**config.mk**
```make
export PLATFORM = sky130hd
export DESIGN_NAME = or_truth_table_sequencer_flat
export DESIGN_NICKNAME = d
export VERILOG_FILES = /design/src/rtl/or_truth_table_sequencer_if.sv /design/src/rtl/or_truth_table_sequencer.sv /design/src/flat_wrapper.sv
export SDC_FILE = /design/constraint.sdc
export NUM_CORES = 1
export LEC_CHECK = 0
export CORE_UTILIZATION = 45
export CTS_CLUSTER_DIAMETER = 100
export DETAILED_ROUTE_END_ITERATION = 16
export PLACE_DENSITY_LB_ADDON = 0.05
export SYNTH_ARGS = -nofsm -noshare
export SYNTH_HDL_FRONTEND = slang
export SYNTH_SLANG_ARGS = --single-unit
```
**constraint.sdc**
```tcl
create_clock -name clk -period 4.05 [get_ports clk]
set_input_delay 0.405 -clock clk [delete_from_list [all_inputs] [get_ports clk]]
set_output_delay 0.405 -clock clk [all_outputs]
set_load 0.005 [all_outputs]
```
**src/rtl/or_truth_table_sequencer_if.sv**
```systemverilog
// Bus between the OR truth-table sequencer and the environment around it:
// run control, gate stimulus/response and the result registers.
interface or_truth_table_sequencer_if #(
    parameter int N_INPUTS = 2
);
    logic                start;
    logic [N_INPUTS-1:0] vec;
    logic                dut_result;
    logic                busy;
    logic                done;
    logic [N_INPUTS:0]   err_count;
    logic [N_INPUTS-1:0] first_err_vec;
    logic                first_err_valid;
    logic                pass;

    // master = the sequencer, slave = the host/gate side
    modport master (
        input  start, dut_result,
        output vec, busy, done, err_count, first_err_vec, first_err_valid, pass
    );
    modport slave (
        output start, dut_result,
        input  vec, busy, done, err_count, first_err_vec, first_err_valid, pass
    );
endinterface

```
**src/rtl/or_truth_table_sequencer.sv**
```systemverilog
// Walks every input vector of an OR gate from all-ones down to zero, holds each
// for SETTLE_CYCLES, samples the gate and tallies mismatches against |vec.
module or_truth_table_sequencer #(
    parameter int N_INPUTS      = 2,
    parameter int SETTLE_CYCLES = 1
) (
    input  logic                              clk,
    input  logic                              reset,
    or_truth_table_sequencer_if.master        bus
);
    localparam int CW = (SETTLE_CYCLES < 1) ? 1 : $clog2(SETTLE_CYCLES + 1);

    typedef enum logic [1:0] {S_IDLE, S_WAIT, S_SAMPLE, S_DONE} state_t;

    state_t              state_q, state_d;
    logic [CW-1:0]       cnt_q, cnt_d;
    logic [N_INPUTS-1:0] vec_q, vec_d;
    logic                busy_q, busy_d;
    logic                done_q, done_d;
    logic [N_INPUTS:0]   err_q, err_d;
    logic [N_INPUTS-1:0] fvec_q, fvec_d;
    logic                fval_q, fval_d;
    logic                pass_q, pass_d;
    logic                mismatch;

    assign mismatch = (bus.dut_result != (|vec_q));

    always_comb begin
        state_d = state_q;
        cnt_d   = cnt_q;
        vec_d   = vec_q;
        busy_d  = busy_q;
        done_d  = 1'b0;
        err_d   = err_q;
        fvec_d  = fvec_q;
        fval_d  = fval_q;
        pass_d  = pass_q;
        case (state_q)
            S_IDLE: begin
                if (bus.start) begin
                    state_d = S_WAIT;
                    vec_d   = '1;
                    cnt_d   = CW'(SETTLE_CYCLES);
                    err_d   = '0;
                    fval_d  = 1'b0;
                    fvec_d  = '0;
                    busy_d  = 1'b1;
                end
            end
            S_WAIT: begin
                cnt_d = cnt_q - CW'(1);
                if (cnt_q == CW'(1)) state_d = S_SAMPLE;
            end
            S_SAMPLE: begin
                if (mismatch) begin
                    err_d = err_q + (N_INPUTS+1)'(1);
                    if (!fval_q) begin
                        fvec_d = vec_q;
                        fval_d = 1'b1;
                    end
                end
                // pass must see an error found on this final vector, so use err_d
                if (vec_q == '0) begin
                    state_d = S_DONE;
                    done_d  = 1'b1;
                    busy_d  = 1'b0;
                    pass_d  = (err_d == '0);
                    vec_d   = '0;
                end else begin
                    vec_d   = vec_q - N_INPUTS'(1);
                    cnt_d   = CW'(SETTLE_CYCLES);
                    state_d = S_WAIT;
                end
            end
            S_DONE: begin
                state_d = S_IDLE;
            end
            default: state_d = S_IDLE;
        endcase
    end

    always_ff @(posedge clk) begin
        if (reset) begin
            state_q <= S_IDLE;
            cnt_q   <= '0;
            vec_q   <= '0;
            busy_q  <= 1'b0;
            done_q  <= 1'b0;
            err_q   <= '0;
            fvec_q  <= '0;
            fval_q  <= 1'b0;
            pass_q  <= 1'b0;
        end else begin
            state_q <= state_d;
            cnt_q   <= cnt_d;
            vec_q   <= vec_d;
            busy_q  <= busy_d;
            done_q  <= done_d;
            err_q   <= err_d;
            fvec_q  <= fvec_d;
            fval_q  <= fval_d;
            pass_q  <= pass_d;
        end
    end

    assign bus.vec             = vec_q;
    assign bus.busy            = busy_q;
    assign bus.done            = done_q;
    assign bus.err_count       = err_q;
    assign bus.first_err_vec   = fvec_q;
    assign bus.first_err_valid = fval_q;
    assign bus.pass            = pass_q;
endmodule

```
**src/flat_wrapper.sv**
```systemverilog
// flat-port wrapper written by rule: the top's interface ports become plain ports
module or_truth_table_sequencer_flat 
#(
    parameter int N_INPUTS      = 2,
    parameter int SETTLE_CYCLES = 1
)
  (clk, reset, bus_start, bus_dut_result, bus_vec, bus_busy, bus_done, bus_err_count, bus_first_err_vec, bus_first_err_valid, bus_pass);
  or_truth_table_sequencer_if #(.N_INPUTS(N_INPUTS)) bus_i ();
  input  logic clk;
  input  logic reset;
  input wire logic [$bits(bus_i.start)-1:0] bus_start;
  input wire logic [$bits(bus_i.dut_result)-1:0] bus_dut_result;
  output wire logic [$bits(bus_i.vec)-1:0] bus_vec;
  output wire logic [$bits(bus_i.busy)-1:0] bus_busy;
  output wire logic [$bits(bus_i.done)-1:0] bus_done;
  output wire logic [$bits(bus_i.err_count)-1:0] bus_err_count;
  output wire logic [$bits(bus_i.first_err_vec)-1:0] bus_first_err_vec;
  output wire logic [$bits(bus_i.first_err_valid)-1:0] bus_first_err_valid;
  output wire logic [$bits(bus_i.pass)-1:0] bus_pass;
  assign bus_i.start = bus_start;
  assign bus_i.dut_result = bus_dut_result;
  assign bus_vec = bus_i.vec;
  assign bus_busy = bus_i.busy;
  assign bus_done = bus_i.done;
  assign bus_err_count = bus_i.err_count;
  assign bus_first_err_vec = bus_i.first_err_vec;
  assign bus_first_err_valid = bus_i.first_err_valid;
  assign bus_pass = bus_i.pass;
  or_truth_table_sequencer #(.N_INPUTS(N_INPUTS), .SETTLE_CYCLES(SETTLE_CYCLES)) u_core (.clk(clk), .reset(reset), .bus(bus_i));
endmodule
```
After elaboration in Yosys (flattened, before gate mapping)
Cells that the tools add are included.
{ "totals": {"elab_cells": 61, "ff_bits": 14, "in_bits": 4, "out_inout_bits": 11} }
{ "op_classes": {"bitwise_logic": 1, "n_eq_ne": 10, "n_addsub": 3, "reduce_logical": 14, "mux": 24} }
{ "op_table": {"columns": ["operator", "n"], "rows": [
  ["$mux W2", 8],
  ["$mux W3", 3],
  ["$reduce_and A3 Y1", 3],
  ["$pmux W2 S2", 2],
  ["$pmux W2 S4", 1],
  ["$mux W1", 6],
  ["$ne A2 B1 Y1 const B", 3],
  ["$ne A2 B2 Y1 const B", 3],
  ["$pmux W3 S2", 1],
  ["$reduce_and A2 Y1", 3],
  ["$eq A2 B2 Y1 const B", 2],
  ["$logic_not A2 Y1", 2],
  ["$pmux W1 S2", 2],
  ["$reduce_and A4 Y1", 1],
  ["$reduce_or A2 Y1", 2],
  ["$add A3 B1 Y3 const B", 1],
  ["$logic_not A3 Y1", 1],
  ["$pmux W1 S3", 1],
  ["$reduce_bool A3 Y1", 1],
  ["$eq A2 B1 Y1 const B", 1],
  ["$reduce_bool A2 Y1", 1],
  ["$sub A2 B1 Y2 const B", 1],
  ["$ne A1 B1 Y1", 1],
  ["$not A1 Y1", 1],
  ["$sub A1 B1 Y1 const B", 1]
]} }

Depth between registers and ports, before layout
{ "logic_depth": {"word_depth": 5, "depth_mapped": 5, "mapped_depth_nobuf": 4} }

Worst setup path before layout
OpenSTA, ideal clock, no wires.
{ "synth_path": {"kind": "flip-flop to flip-flop", "start": "register u_core.vec_q[0] (netlist: u_core.bus.vec[0])", "end": "register u_core.pass_q (netlist: u_core.bus.pass)", "setup_time_ns": 0.122, "arrival_time_ns": 1.301, "slack_ns": 2.627, "n_path_buf": 1, "path_stages_with_launch": 4, "synth_period_minus_slack_ns": 1.423, "required_time_ns": 3.928, "path_cell_list": "dfxtp_1 -> or4b_1 -> buf_2 -> o311a_1"} }
{ "synth_between": {"elab_chain_cells": 5, "elab_cells_between_ends": 7, "classes_between": "eq/ne (1); mux (2); reduce/logical (4)"} }
{ "synth_rtl": {"columns": ["element", "line_no", "text"], "rows": [
  ["from (decl)", "or_truth_table_sequencer.sv:17", "logic [N_INPUTS-1:0] vec_q, vec_d;"],
  ["from (signal assigned)", "or_truth_table_sequencer.sv:96", "vec_q <= vec_d;"],
  ["$reduce_or A2 Y1", "or_truth_table_sequencer.sv:26", "assign mismatch = (bus.dut_result != (|vec_q));"],
  ["$ne A1 B1 Y1", "or_truth_table_sequencer.sv:26", null],
  ["$mux W3", "or_truth_table_sequencer.sv:55", "if (mismatch) begin"],
  ["$mux W3", "or_truth_table_sequencer.sv:38", "case (state_q)"],
  ["$logic_not A3 Y1", "or_truth_table_sequencer.sv:67", "pass_d = (err_d == '0);"],
  ["to (signal assigned)", "or_truth_table_sequencer.sv:102", "pass_q <= pass_d;"],
  ["to (decl)", "or_truth_table_sequencer.sv:23", "logic pass_q, pass_d;"]
]} }
Parallel ways exist; a longest one is shown, timed or not. The select of a mux whose other input is x is not followed.
A chain may end at the register's enable or synchronous reset.

Worst setup path in the final report
{ "layout_path": {"start": "register u_core.state_q[1]", "end": "register u_core.pass_q (netlist: u_core.bus.pass)"} }
{ "layout_between": {"elab_chain_cells": 2} }
{ "layout_rtl": {"columns": ["element", "line_no", "text"], "rows": [
  ["from (decl)", "or_truth_table_sequencer.sv:15", "state_t state_q, state_d;"],
  ["from (signal assigned)", "or_truth_table_sequencer.sv:94", "state_q <= state_d;"],
  ["$eq A2 B2 Y1", "or_truth_table_sequencer.sv:38", null],
  ["$reduce_and A2 Y1 (no line)", null, null]
]} }
Every way passes these cells.

==> out/metrics.cfg <==
[status]
status = finished, final reports clean

[logic_synthesis]
yosysSeqAreaShare_pct = 41.48
synth-edff-count = 0
synth-adder-area-share_pct = 1.852
ys_top_cells_by_count = dfxtp_1 (14), nor2_1 (10), nand2_1 (7), a21oi_1 (6), nand2b_1 (4)
synth_cells = 78
synth_xor_area_share_pct = 5.000
ys_types = 31
synth_top_family_by_area = simple AND/OR/NAND/NOR gates
synth_nets = 83
syn-mean-instance-area_sq_um = 8.662
yosys_warnings = 0
async_flop_share_pct = 0
yosysMostFrequentCell = dfxtp_1
ys_seq_elements = 14
synth_mux_area_share_pct = 2.963
yosys.area_share.simple_pct = 26.11
yosys-top-cells-area = dfxtp_1 (41%), nor2_1 (5.6%), a21oi_1 (4.4%)
synth_top_area_share_pct = 41.48
netlist.top_cell.by_area = dfxtp_1
synth_compound_area_share_pct = 19.07
synth_area_sq_um = 675.6
synthFlopType = dfxtp_1

[grt]
grt.busiest_layer = met2
grt_pass1_wl_um = 2173
grt_util_met3_pct = 9.783
grtUsageMet2_pct = 30.95
met1_usage_pct = 26.16
overflow = 0
first_global_vias = 474
antenna_found_initial = 0
grtUsageTotal_pct = 20.52
grt_start_max_net_pins = 17

[power_and_ir_drop]
p_int_w = 0.0002270
powerDensity_nw_per_um2 = 366.9
vdd_ir_drop_max_v = 0.0002045
power_frac_seq_pct = 50.1
p_clk_share_pct = 32.8
leakagePower_nw = 0.3169
power_frac_comb_pct = 17.2
netSwitchingPower_w = 0.00008650
p_sw_share_pct = 27.59

[clock_tree]
hold_buffers = 0
cts_made_buffers = 3
cts_resized = 0
clock-sinks = 14
clkLatencyLatePin_ns = 0.29
htree_levels = 1
clock_path_buffers = 2
cts-root-buf = clkbuf_4
tritoncts = yes
post_cts_buffers = 0
clkTransAtPathRegs_ns = 0.09

[timing]
clock.fmax_ghz = 0.5648
setup_tns_ns = 0
tightest_slew_ns = 0.7224
period_needed_ns = 1.770
finClkSkew_ns = 0.002808
maxSlewViolCount = 0
setup_viol = 0
slew_headroom_pct = 51.33
period_share_pct = 43.72
hold_viol = 0
rsz0062_at_grt = no

[cells_and_area]
nFillCells = 113
areaGrowthSynthToFinish_pct = 26.48
final_nets = 98
antenna_cells = 0
seqCellArea_sq_um = 280.3
multi_input_area_sq_um = 371.6
layout-drive-gt1-share_pct = 5.435
post-route-util_pct = 63.30
fin_cells = 107

[routing]
avgViaCountPerCell = 5.692
wl_per_cell_um = 13.23
wirelength_um = 1416
firstDrtPassIters = 4
drc = 0
detail-route-antenna-nets = 0
drt-initial-drc-count = 11
vias = 609

[hold_path]
hp-class = reg2reg

[placed_design]
routabilityCongestion = 0.7284
hpwl_um = 1010
placedCellCount = 103
io_buffer_count = 14

[worst_setup_path]
required_ns = 4.23
arrival_ns = 1.95
worstSetupPathType = reg2reg
endpoint_kind = flop
cp_max_fo = 16
critPathLaunchType = flop

[floorplanning]
ios = 15
core_sq_um = 1350
fp.dieH_um = 40.75
start_util_pct = 50.05
row_count = 13
die_area_sq_um = 1661
die-width_um = 40.75

[job]
maxCapViolCount = 0

-- sequential cells by signal, indices dropped and copies added (netlist names) --
signal                      cells
u_core.bus.vec                  2
u_core.bus.first_err_vec        2
u_core.bus.first_err_valid      1
u_core.bus.err_count            3
u_core.bus.pass                 1
u_core.bus.busy                 1
u_core.bus.done                 1
u_core.cnt_q                    1
u_core.state_q                  2
-- cell families (layout without fill, tap and decap cells) --
kind of cell	count (synthesis)	after routing
compound gates	19	19
xor+xnor	3	3
fa+ha+maj	1	1
buf+inv	6	20
flops	14	14
mux	2	2
simple gates	33	33
-- critical path, cell delays in order, from the launching register on --
cell,delay [ns]
dfxtp_1,0.63
or4b_1,0.64
o311a_1,0.40
-- worst paths after layout --
check / start / endpoint / slack (ns) / cells past startpoint
min reg2reg: u_core.bus.first_err_vec[1]$_SDFFE_PP0P_ / u_core.bus.first_err_vec[1]$_SDFFE_PP0P_ / 0.48 / 2
max reg2reg: u_core.state_q[1]$_SDFFE_PP0P_ / u_core.bus.pass$_SDFFE_PP0P_ / 2.28 / 2
min: u_core.bus.first_err_vec[1]$_SDFFE_PP0P_ / u_core.bus.first_err_vec[1]$_SDFFE_PP0P_ / 0.48 / 2
max: u_core.state_q[1]$_SDFFE_PP0P_ / u_core.bus.pass$_SDFFE_PP0P_ / 2.28 / 2
-- power groups by stage --
| stage | Clock, W | Sequential (W) | Combinational (W) |
|---|---|---|---|
| 2_1_floorplan | 0 | 0.000156 | 0.0000367 |
| 3_5_place_dp | 0 | 0.000160 | 0.0000538 |
| 4_1_cts | 0.000105 | 0.000157 | 0.0000541 |
| 3_3_place_gp | 0 | 0.000160 | 0.0000526 |
| 5_1_grt | 0.000110 | 0.000159 | 0.0000594 |
| 6_report | 0.000103 | 0.000157 | 0.0000538 |
-- placed cells by master, fill, tap and decap left out, drive strengths merged, types with 2 or more instances in the layout --
cell,instances
a21oi,6
a31oi,2
clkbuf,4
clkdlybuf4s50,14
dfxtp,14
inv,2
mux2i,2
nand2,7
nand2b,4
nand3b,2
nor2,10
nor3,2
nor4b,2
o21a,2
o21ai,2
or3,2
xor2,3
-- per-stage QoR --
step / worst slack (ns) / cell area [sq um] / hold slack, ns / total power [W]
finish: 2.280 / 854.6 / 0.4752 / 0.0003135
global route: 2.177 / 854.6 / 0.4845 / 0.0003287
CTS: 2.282 / 854.6 / 0.4728 / 0.0003163
detailed placement: 2.073 / 818.3 / 0.4598 / 0.0002141
global placement: 2.116 / 818.3 / 0.4455 / 0.0002124
floorplan: 2.627 / 675.6 / 0.4511 / 0.0001923
-- area by class of cell --
class                           instances  area share (%)
Sequential cell                        14           32.80
Tap cell                               15           2.196
Inverter                                2          0.8785
Timing Repair Buffer                   14           16.40
Clock buffer                            4           4.246
Multi-Input combinational cell         58           43.48
-- routing by layer --
layer / up-vias / part of all wire (%)
li1: 311 / -
met4: 0 / 0.78
met1: 282 / 49
met5: - / 0
met2: 13 / 45
met3: 3 / 4.8
No activity file was read; power rests on OpenSTA's default activity.
